## config.mk

```make
export PLATFORM = sky130hd
export DESIGN_NAME = layer_sched
export DESIGN_NICKNAME = d
export VERILOG_FILES = /design/src/rtl/tiny_dnn_pkg.sv /design/src/rtl/layer_cfg_ram.sv /design/src/rtl/layer_sched.sv
export SDC_FILE = /design/constraint.sdc
export NUM_CORES = 1
export LEC_CHECK = 0
export CAP_MARGIN = 30
export CORE_AREA = 2 2 299 301
export CTS_CLUSTER_DIAMETER = 60
export DETAILED_ROUTE_END_ITERATION = 10
export DIE_AREA = 0 0 301 303
export DONT_BUFFER_PORTS = 1
export PLACE_DENSITY_LB_ADDON = 0.25
export REMOVE_ABC_BUFFERS = 1
export SYNTH_ARGS = -nofsm -noshare
export SYNTH_HDL_FRONTEND = slang
export SYNTH_HIERARCHICAL = 1
export SYNTH_SLANG_ARGS = --single-unit
```

## constraint.sdc

```tcl
create_clock -name clk -period 18.6 [get_ports clk]
set_clock_uncertainty 0.1 [all_clocks]
set_input_delay 0.93 -clock clk [delete_from_list [all_inputs] [get_ports clk]]
set_output_delay 0.93 -clock clk [all_outputs]
set_load 0.005 [all_outputs]
```

## src/rtl/tiny_dnn_pkg.sv

```systemverilog
// Shared types for the layer sequencer: descriptor layout, FSM states and
// the beat-count helper used by the weight phase.
package tiny_dnn_pkg;

  localparam int unsigned MAX_LAYERS = 8;
  localparam int unsigned IDX_W      = 3;
  localparam int unsigned NB_W       = 8;
  localparam int unsigned BEAT_W     = 13;

  localparam int unsigned SS_W = 12;
  localparam int unsigned ID_W = 4;
  localparam int unsigned IS_W = 10;
  localparam int unsigned IH_W = 5;
  localparam int unsigned IW_W = 5;
  localparam int unsigned DS_W = 12;
  localparam int unsigned OD_W = 4;
  localparam int unsigned OS_W = 10;
  localparam int unsigned OH_W = 5;
  localparam int unsigned OW_W = 5;
  localparam int unsigned FS_W = 8;
  localparam int unsigned KH_W = 3;
  localparam int unsigned KW_W = 3;

  typedef struct packed {
    logic [SS_W-1:0] ss;
    logic [ID_W-1:0] id;
    logic [IS_W-1:0] is;
    logic [IH_W-1:0] ih;
    logic [IW_W-1:0] iw;
    logic [DS_W-1:0] ds;
    logic [OD_W-1:0] od;
    logic [OS_W-1:0] os;
    logic [OH_W-1:0] oh;
    logic [OW_W-1:0] ow;
    logic [FS_W-1:0] fs;
    logic [KH_W-1:0] kh;
    logic [KW_W-1:0] kw;
  } layer_cfg_t;

  typedef enum logic [2:0] {
    IDLE  = 3'd0,
    WINIT = 3'd1,
    WLOAD = 3'd2,
    BINIT = 3'd3,
    BLOAD = 3'd4,
    RUN   = 3'd5,
    NEXT  = 3'd6
  } sched_state_e;

  // Weight beats per layer; 16 x 256 = 4096 still fits the 13-bit result.
  function automatic logic [BEAT_W-1:0] weight_beats(input layer_cfg_t cfg);
    return (BEAT_W'(cfg.od) + BEAT_W'(1)) * (BEAT_W'(cfg.fs) + BEAT_W'(1));
  endfunction

endpackage

```

## src/rtl/layer_cfg_ram.sv

```systemverilog
// Layer descriptor table: one synchronous write port, one asynchronous read
// port. Deliberately not reset so descriptors survive an abort.
module layer_cfg_ram
  import tiny_dnn_pkg::*;
(
  input  logic             clk,
  input  logic             we_i,
  input  logic [IDX_W-1:0] waddr_i,
  input  layer_cfg_t       wdata_i,
  input  logic [IDX_W-1:0] raddr_i,
  output layer_cfg_t       rdata_o
);

  layer_cfg_t mem_q [MAX_LAYERS];

  always_ff @(posedge clk) begin
    if (we_i) begin
      mem_q[waddr_i] <= wdata_i;
    end
  end

  assign rdata_o = mem_q[raddr_i];

endmodule

```

## src/rtl/layer_sched.sv

```systemverilog
// Layer sequencer: walks each configured layer through weight load, bias load
// and run phases, gating only the stream handshake toward the accelerator.
module layer_sched
  import tiny_dnn_pkg::*;
(
  input  logic             clk,
  input  logic             rst,
  input  logic             cfg_we,
  input  logic [IDX_W-1:0] cfg_addr,
  input  layer_cfg_t       cfg_data,
  input  logic             start,
  input  logic [IDX_W-1:0] nlayers,
  input  logic [NB_W-1:0]  nbatch,
  input  logic             s_valid,
  output logic             s_ready,
  output logic             m_valid,
  input  logic             m_ready,
  input  logic             dst_valid,
  input  logic             dst_ready,
  output logic             run,
  output logic             wwrite,
  output logic             bwrite,
  output logic [SS_W-1:0]  ss,
  output logic [ID_W-1:0]  id,
  output logic [IS_W-1:0]  is,
  output logic [IH_W-1:0]  ih,
  output logic [IW_W-1:0]  iw,
  output logic [DS_W-1:0]  ds,
  output logic [OD_W-1:0]  od,
  output logic [OS_W-1:0]  os,
  output logic [OH_W-1:0]  oh,
  output logic [OW_W-1:0]  ow,
  output logic [FS_W-1:0]  fs,
  output logic [KH_W-1:0]  kh,
  output logic [KW_W-1:0]  kw,
  output logic             busy,
  output logic             done,
  output logic [IDX_W-1:0] layer_idx
);

  sched_state_e      state_q, state_d;
  logic [IDX_W-1:0]  layer_idx_q, layer_idx_d;
  logic [IDX_W-1:0]  nlayers_q, nlayers_d;
  logic [NB_W-1:0]   nbatch_q, nbatch_d;
  logic [BEAT_W-1:0] beat_cnt_q, beat_cnt_d;
  logic [DS_W-1:0]   dst_cnt_q, dst_cnt_d;
  logic [NB_W-1:0]   smp_cnt_q, smp_cnt_d;
  layer_cfg_t        geo_q, geo_d;
  logic              gate_q, gate_d;
  logic              wwrite_q, wwrite_d;
  logic              bwrite_q, bwrite_d;
  logic              run_q, run_d;
  logic              busy_q, busy_d;
  logic              done_q, done_d;

  logic              cfg_wr;
  layer_cfg_t        cfg_rd;
  logic              s_fire;
  logic              d_fire;
  logic [BEAT_W-1:0] wt_beats;

  // Descriptor writes are only honoured while idle.
  assign cfg_wr = cfg_we && (state_q == IDLE);

  layer_cfg_ram u_cfg_ram (
    .clk     (clk),
    .we_i    (cfg_wr),
    .waddr_i (cfg_addr),
    .wdata_i (cfg_data),
    .raddr_i (layer_idx_d),
    .rdata_o (cfg_rd)
  );

  assign s_fire   = gate_q && s_valid && m_ready;
  assign d_fire   = (state_q == RUN) && dst_valid && dst_ready;
  assign wt_beats = weight_beats(geo_q);

  always_ff @(posedge clk or posedge rst) begin
    if (rst) begin
      state_q     <= IDLE;
      layer_idx_q <= '0;
      nlayers_q   <= '0;
      nbatch_q    <= '0;
      beat_cnt_q  <= '0;
      dst_cnt_q   <= '0;
      smp_cnt_q   <= '0;
      geo_q       <= '0;
      gate_q      <= 1'b0;
      wwrite_q    <= 1'b0;
      bwrite_q    <= 1'b0;
      run_q       <= 1'b0;
      busy_q      <= 1'b0;
      done_q      <= 1'b0;
    end else begin
      state_q     <= state_d;
      layer_idx_q <= layer_idx_d;
      nlayers_q   <= nlayers_d;
      nbatch_q    <= nbatch_d;
      beat_cnt_q  <= beat_cnt_d;
      dst_cnt_q   <= dst_cnt_d;
      smp_cnt_q   <= smp_cnt_d;
      geo_q       <= geo_d;
      gate_q      <= gate_d;
      wwrite_q    <= wwrite_d;
      bwrite_q    <= bwrite_d;
      run_q       <= run_d;
      busy_q      <= busy_d;
      done_q      <= done_d;
    end
  end

  always_comb begin
    state_d     = state_q;
    layer_idx_d = layer_idx_q;
    nlayers_d   = nlayers_q;
    nbatch_d    = nbatch_q;
    beat_cnt_d  = beat_cnt_q;
    dst_cnt_d   = dst_cnt_q;
    smp_cnt_d   = smp_cnt_q;
    geo_d       = geo_q;
    done_d      = 1'b0;

    unique case (state_q)
      IDLE: begin
        if (start) begin
          nlayers_d   = nlayers;
          nbatch_d    = nbatch;
          layer_idx_d = '0;
          state_d     = WINIT;
        end
      end
      WINIT: state_d = WLOAD;
      WLOAD: begin
        if (s_fire) begin
          if (beat_cnt_q == wt_beats - BEAT_W'(1)) begin
            state_d = BINIT;
          end else begin
            beat_cnt_d = beat_cnt_q + BEAT_W'(1);
          end
        end
      end
      BINIT: state_d = BLOAD;
      BLOAD: begin
        if (s_fire) begin
          if (beat_cnt_q == BEAT_W'(geo_q.od)) begin
            state_d = RUN;
          end else begin
            beat_cnt_d = beat_cnt_q + BEAT_W'(1);
          end
        end
      end
      RUN: begin
        // A sample ends on its ds+1-th output beat; the layer ends after nbatch+1 samples.
        if (d_fire) begin
          if (dst_cnt_q == geo_q.ds) begin
            dst_cnt_d = '0;
            if (smp_cnt_q == nbatch_q) begin
              state_d = NEXT;
            end else begin
              smp_cnt_d = smp_cnt_q + NB_W'(1);
            end
          end else begin
            dst_cnt_d = dst_cnt_q + DS_W'(1);
          end
        end
      end
      NEXT: begin
        if (layer_idx_q < nlayers_q) begin
          layer_idx_d = layer_idx_q + IDX_W'(1);
          state_d     = WINIT;
        end else begin
          done_d  = 1'b1;
          state_d = IDLE;
        end
      end
      default: state_d = IDLE;
    endcase

    if (state_d != state_q) begin
      beat_cnt_d = '0;
      dst_cnt_d  = '0;
      smp_cnt_d  = '0;
    end

    // Latch the new layer's geometry on entry to WINIT; forward a same-cycle write.
    if ((state_d == WINIT) && (state_q != WINIT)) begin
      if (cfg_wr && (cfg_addr == layer_idx_d)) begin
        geo_d = cfg_data;
      end else begin
        geo_d = cfg_rd;
      end
    end

    wwrite_d = (state_d == WINIT) || (state_d == WLOAD);
    bwrite_d = (state_d == BINIT) || (state_d == BLOAD);
    run_d    = (state_d == RUN);
    gate_d   = (state_d == WLOAD) || (state_d == BLOAD) || (state_d == RUN);
    busy_d   = (state_d != IDLE);
  end

  assign m_valid   = gate_q && s_valid;
  assign s_ready   = gate_q && m_ready;
  assign run       = run_q;
  assign wwrite    = wwrite_q;
  assign bwrite    = bwrite_q;
  assign busy      = busy_q;
  assign done      = done_q;
  assign layer_idx = layer_idx_q;

  assign ss = geo_q.ss;
  assign id = geo_q.id;
  assign is = geo_q.is;
  assign ih = geo_q.ih;
  assign iw = geo_q.iw;
  assign ds = geo_q.ds;
  assign od = geo_q.od;
  assign os = geo_q.os;
  assign oh = geo_q.oh;
  assign ow = geo_q.ow;
  assign fs = geo_q.fs;
  assign kh = geo_q.kh;
  assign kw = geo_q.kw;

endmodule

```

==> results.toml, run 1 <==
[run_status]
status = "finished, final reports clean"

[timing]
fmax_mhz = 151
drv_slew = 0
rsz0062_at_grt = "no"
hold_ws_ns = 0.255
worst_pin_slew_ns = 0.986
fin_ws_ns = 11.97
final.period_utilization_pct = 35.7
relSlewSlack_pct = 34.3
hold_viol = 0
finalSetupViolations = 0
fin_crit_ns = 6.63
setup_tns_ns = 0

[yosys]
async_flop_share_pct = 17.1
synth_cells = 1942
avgSynthCellArea_um2 = 18.0
ys_types = 63
synth-seq-cells = 830
syn-cell-area_um2 = 35000
synth-edff-count = 688
yosys_warnings = 6
synthFlopType = "edfxtp_1"
yosysSeqAreaShare_pct = 69.1

[detailed_routing]
wire_per_inst_um = 24.0
viasPerCell = 5.34
vias = 17200
ant_nets = 0
dr.pass1.iters = 5
routed_wl_um = 77300
drt_iter0_drc = 1189
route.detailed.drc = 0

[die]
start_util_pct = 39.8
core_um2 = 88000
rows = 109
num_io_pins = 204
die_h_um = 303
die_w_um = 301
die_area_um2 = 91200

[setup_path]
end_kind = "register"
ff2ff_path_depth = 16
cp_max_fo = 26
worstPathRequired_ns = 19.02
r2r_slack_ns = 11.97
worst_setup_path_start_kind = "register"
r2r_start = "od[0]"
critPathArrivalTime_ns = 7.05
r2r_end = "dst_cnt_q[5]"
critPathCapture = "dst_cnt_q[5]"
worstSetupPathType = "register to register"
critPathLaunch = "od[0]"

[finish]
stdcell_count = 3225
utilization_pct = 45.2
n_fill_cell = 7533
drive_above_1_share_pct = 22.6
syn_to_final_growth_pct = 13.4
nets = 2142
diodes = 0

[clock_network]
ctsHoldBuffers = 0
cts_buffers = 95
cts_root_buf = "clkbuf_16"
cts_tree = "yes"
cts.repair.resized = 0
cts_setup_buffers = 0
path_clk_slew_ns = 0.06
cts_sinks = 830
clkLatencyLatePin_ns = 0.66
htreeDepth = 3
cts_buffer_depth = 3

[pwr]
ir_drop_v = 0.000384
p_int_mw = 4.64
power_switching_mw = 2.39
seq_power_share_pct = 33.4
p_per_area_nw_per_um2 = 177
leakage_nw = 14.0
pwr-share-clk_pct = 27.1
p_sw_share_pct = 33.9
pwr-share-comb_pct = 39.5

[worst_hold_path]
min_path_type = "input pin to register"
hold_start = "cfg_data[21]"

[global_routing]
grt_pass1_wl_um = 117000
grt_overflow_total = 0
grtUsageTotal_pct = 17.3
antenna_found_initial = 1
grt_start_max_net_pins = 174
grt_pass1_vias = 18500

[placed_design]
pre_cts_slack_ns = 11.90
dp.cells = 3043
hpwlAfterDp_um = 41700
gp_congestion = 0.850
portBuffers = 0

[flow_run]
drv_cap = 0
## worst min-delay path by stage
stage / cells past startpoint / slack (ns) / to
finish: 0 / 0.26 / u_cfg_ram/mem_q[5][21]
global route: 0 / 0.21 / u_cfg_ram/mem_q[1][73]
CTS: 0 / 0.20 / u_cfg_ram/mem_q[6][48]
detailed placement: 2 / 0.37 / nlayers_q[0]
global placement: 2 / 0.37 / nlayers_q[0]
floorplan: 2 / 0.35 / nlayers_q[0]
## Yosys cell counts, drive strengths merged (3+ instances only)
library cell	count	share of area, %
a211oi	8	0.20
mux2i	89	2.5
a21oi	18	0.27
mux2	87	3.7
dfrtp	142	10
or3	5	0.089
xor2	21	0.52
nor2	47	0.50
fa	24	1.4
and2	14	0.25
clkbuf	39	0.42
nand4b	3	0.075
nor4	4	0.071
o21ai	98	1.4
ha	32	1.1
a211o	4	0.10
nand4	13	0.23
nand3	18	0.26
a21o	8	0.17
nand2b	13	0.23
inv	42	0.45
buf	54	1.2
nor3	15	0.21
nand2	181	1.9
nor2b	9	0.16
o21a	5	0.11
mux4	172	11
and3	9	0.16
edfxtp	688	59
a31o	3	0.075
o211ai	3	0.064
xnor2	50	1.2
## power groups by stage
stage | clock network [mW] | logic (mW) | registers [mW]
floorplan | 0 | 2.51 | 2.33
global placement | 0 | 2.77 | 2.39
detailed placement | 0 | 2.80 | 2.39
CTS | 1.95 | 2.81 | 2.36
global route | 2.02 | 3.11 | 2.37
finish | 1.90 | 2.78 | 2.35
## final cells by class
cell class                      count  area [um2]  share of cell area (%)
Tap cell                         1165        1460                    3.67
Timing Repair Buffer               32         455                    1.15
Clock buffer                      132        2670                    6.72
Sequential cell                   830       24200                    61.0
Inverter                           42         168                   0.422
Multi-Input combinational cell    977       10200                    25.6
Clock inverter                     47         587                    1.48
## kinds of logic after synthesis
logic type / synth area share, %
flip-flops: 69.1
multiplexers: 17.3
AND/OR/NAND/NOR: 4.37
AO/OA/AOI/OAI: 2.87
buffers and inverters: 2.11
XOR/XNOR: 1.77
adder cells (fa/ha/maj): 2.51
## per-stage QoR
stage                     instance area (um2)  power (mW)
after floorplan                         34500        4.85
after global placement                  36300        5.16
after detailed placement                36400        5.19
after CTS                               39700        7.12
after global routing                    39700        7.50
final                                   39700        7.03
## cell usage in the layout, fill, tap and decap left out, types with 5 or more instances in the layout
cell and instances:
xor2_1 21, nand4_1 13, buf_12 9, and2_1 13, nor2_1 40, xnor2_1 50, mux4_2 172, clkbuf_8 11
clkbuf_16 97, o21ai_0 76, buf_16 5, edfxtp_1 688, inv_6 12, bufinv_16 9, a21oi_1 17, mux2i_1 89
nand3_1 18, and3_1 9, nor2b_1 9, ha_1 32, o21ai_1 22, o21a_1 5, nand2b_1 13, dfrtp_1 142
fa_1 24, a211oi_1 6, clkbuf_1 24, mux2_4 80, nor2_4 7, clkinv_2 12, buf_4 17, inv_1 40
mux2_2 7, or3_1 5, nor3_1 13, a21o_1 8, nand2_1 179
## state kept, by name, indices dropped and copies added (netlist names), 4 cells and up
register and count:
fs 8, is 10, nbatch_q 8, ih 5
od 4, dst_cnt_q 12, beat_cnt_q 13, u_cfg_ram/mem_q 688
ow 5, id 4, iw 5, os 10
smp_cnt_q 8, oh 5, ds 12, ss 12
## per-layer routing
metal	GRT usage (%)	up-vias	part of all wire (%)
met5	0	-	0
met4	5.26	0	2.1
met3	4.43	106	6.1
met2	27.8	356	48
met1	23.2	9140	44
li1	-	7619	-
## critical path, stage by stage, from the launching register on
cell and delay (ns):
dfrtp_1 0.66, ha_1 0.29, xor2_1 0.55, nand2_1 0.16, fa_1 0.49, fa_1 0.51, fa_1 0.49, inv_1 0.04
ha_1 0.32, a211oi_2 0.31, nor3_1 0.12, or3_1 0.36, a2111o_1 0.45, a2111oi_4 0.36, a21o_1 0.78, or2_1 0.39
nor2_1 0.11
Note: power is estimated with default switching activity, not from simulation.
==> run 2: changes to the inputs <==
- ABC_AREA: not set -> 1
- CORE_AREA: 2 2 299 301 -> 2 2 316 318
- DIE_AREA: 0 0 301 303 -> 0 0 318 320
- clock period: 18.6 -> 5.7 ns (I/O delays scaled with it)
==> run 2 against run 1 <==
Compared with the run above: routed wire length rose by 31%; cell area rose by 13%; register-to-register slack worse by 11 ns; total power rose by 85%; worst hold slack got worse by 0.18 ns; clock power grew to 3.2 times the previous value; fmax rose by 28%; via count is 58% higher; synthesized cell count rose by 120%; critical path depth is 9 higher; global-route usage is 2.7 points higher; critical path type unchanged; largest power group is now registers.
==> results.toml, run 2 <==
[die]
die_w_um = 318
num_io_pins = 204
start_util_pct = 39.9
rows = 115
die_h_um = 320
core_um2 = 98000
die_area_um2 = 102000

[pwr]
pwr-share-comb_pct = 2.5
p_int_mw = 10.3
ir_drop_v = 0.000247
seq_power_share_pct = 51.0
power_switching_mw = 2.76
leakage_nw = 19.8
pwr-share-clk_pct = 46.5
p_sw_share_pct = 21.2
p_per_area_nw_per_um2 = 291

[global_routing]
grt_pass1_wl_um = 157000
grt_use_met3_pct = 3.47
grtUsageTotal_pct = 19.9
grt_start_max_net_pins = 150
grt_pass1_vias = 26500
use_met2_pct = 33.0
antenna_found_initial = 13
grt.busiest_layer = "met2"
grt_use_met1_pct = 27.0
grt_overflow_total = 0

[setup_path]
worstSetupPathType = "register to register"
cp_max_fo = 9
worstPathRequired_ns = 6.14
worst_setup_path_start_kind = "register"
crit_path_max_incr_delay_ns = 0.51
critPathLaunch = "fs[1]"
r2r_start = "fs[1]"
crit_top_cell = "nand2_1"
slowest_stage = "fa_1"
critPathArrivalTime_ns = 5.63
end_kind = "register"

[detailed_routing]
routed_wl_um = 101000
wire_per_inst_um = 18.0
dr.pass1.iters = 5
ant_nets = 0
vias = 27200
route.detailed.drc = 0
viasPerCell = 4.84
drt_iter0_drc = 2072

[clock_network]
cts_buffers = 96
cts_sinks = 830
clkLatencyLatePin_ns = 0.67
cts_tree = "yes"
cts_buffer_depth = 3
htreeDepth = 3
path_clk_slew_ns = 0.06
cts_root_buf = "clkbuf_16"

[finish]
nets = 4414
largestRegisters = "u_cfg_ram/mem_q (688), beat_cnt_q (13)"
largest_reg_flops = 688
final_cell_mix = "nand2_1 (1405), inv_1 (812), edfxtp_1 (688), nand3_1 (387), nor2_1 (159)"
stdcell_count = 5626
regMostFlops = "u_cfg_ram/mem_q"
syn_to_final_growth_pct = 14.3
final_common_cell = "nand2_1"
drive_above_1_share_pct = 5.70
n_fill_cell = 9124

[yosys]
ys_types = 45
synth_cells = 4185
yosys-top-cells-area = "edfxtp_1 (53%), nand2_1 (13%), dfrtp_1 (9.1%)"
yosys_warnings = 6
synth_top_area_cell = "edfxtp_1"
syn-cell-area_um2 = 39100
synth_commonest_cells = "nand2_1 (1406), inv_1 (814), edfxtp_1 (688)"
async_flop_share_pct = 17.1
avgSynthCellArea_um2 = 9.34
synth-edff-count = 688
synth-seq-cells = 830
synth.most_common_cell = "nand2_1"
synthFlopType = "edfxtp_1"
yosysSeqAreaShare_pct = 61.9
yosysTopAreaCellShare_pct = 52.8

[timing]
rsz0062_at_grt = "no"
worst_pin_slew_ns = 1.01
final.period_utilization_pct = 90.9
relSlewSlack_pct = 32.4
fin_crit_ns = 5.18
hold_viol = 0
hold_ws_ns = 0.0801
finalSetupViolations = 0
fmax_mhz = 193
drv_slew = 0

[placed_design]
hpwlAfterDp_um = 54600
gp_congestion = 0.823
dp.cells = 5330
portBuffers = 0

[run_status]
status = "finished, final reports clean"

[worst_hold_path]
hold_start = "start"
min_path_type = "input pin to register"

[flow_run]
drv_cap = 0
run 2: cell count changes after synthesis, sizes merged, moves of 87 or more:
cell and change:
nor2 +126, nand2 +1228, mux4 -172, nand3 +370, inv +782, mux2 -87
mux2i -89, a31oi +87
run 2: kinds of logic (layout without fill, tap and decap cells):
| kind of cell | after synthesis | in the layout | share of synthesized area, % |
|---|---|---|---|
| other | 0 | 7 | 0 |
| flip-flops | 830 | 830 | 61.9 |
| buffers and inverters | 1018 | 1165 | 10.4 |
| AO/OA/AOI/OAI | 135 | 135 | 2.12 |
| XOR/XNOR | 45 | 45 | 1.03 |
| adder cells (fa/ha/maj) | 56 | 56 | 2.25 |
| AND/OR/NAND/NOR | 2101 | 2101 | 22.3 |
run 2: worst paths after layout:
check | end | slack [ns] | depth (start not counted)
min in group asynchronous | done | 0.57 | 3
worst min-delay path | nbatch_q[2] | 0.08 | 3
worst max-delay path | beat_cnt_q[2] | 0.52 | 25
worst max register to register | beat_cnt_q[2] | 0.52 | 25
worst min register to register | nbatch_q[5] | 0.40 | 2
max in group asynchronous | fs[1] | 3.75 | 4
run 2: metrics by stage:
step,worst slack (ns),instance area (um2),utilization [%],TNS [ns],power [mW]
after global placement,-0.0302,40400,41.2,-0.144,6.96
after global routing,0.000716,44700,45.6,0,13.5
after detailed placement,-0.132,40400,41.2,-0.824,6.96
after floorplan,-10.16,38200,-,-876.86,6.88
final,0.516,44700,45.6,0,13.0
after CTS,0.118,44600,45.5,0,13.2
run 2: layer usage:
metal  vias to the layer above  share of wire (%)
met5                         -              0.098
li1                      13400                  -
met4                        14                2.0
met3                       145                6.0
met2                       646                 46
met1                     13000                 45
run 2: timing repair:
| action | CTS | global route |
|---|---|---|
| cloned | 0 | 0 |
| gates resized for setup | 1 | 7 |
| setup buffers | 0 | 2 |
| endpoints found under the hold margin | 857 | 1 |
| pin swaps | 0 | 1 |
| setup endpoints to repair | 12 | 35 |
| hold buffers | 104 | 1 |
run 2: critical path: cells and delay by family, from the launching register on:
family / cells / cell delay (ns)
flops: 1 / 0.42
xor+xnor: 1 / 0.22
buf+inv: 2 / 0.22
fa+ha+maj: 5 / 2.03
simple gates: 15 / 1.95
compound gates: 2 / 0.13
run 2: layout make-up:
| cell class | count | area, um2 | share of cell area, % |
|---|---|---|---|
| clock buffers | 128 | 2650 | 5.94 |
| diodes | 7 | 17.5 | 0.0392 |
| repair buffers | 159 | 1630 | 3.64 |
| flip-flops and latches | 830 | 24200 | 54.2 |
| inverters | 826 | 3130 | 7.00 |
| clock inverters | 52 | 492 | 1.10 |
| well taps | 1287 | 1610 | 3.60 |
| multi-input cells | 2337 | 11000 | 24.5 |
run 2: power groups by stage:
stage / combinational, mW / clock [mW] / sequential [mW]
after floorplan: 0.130 / 0 / 6.75
after global placement: 0.191 / 0 / 6.77
after detailed placement: 0.193 / 0 / 6.77
after CTS: 0.329 / 6.19 / 6.65
after global routing: 0.369 / 6.45 / 6.65
final: 0.330 / 6.06 / 6.65
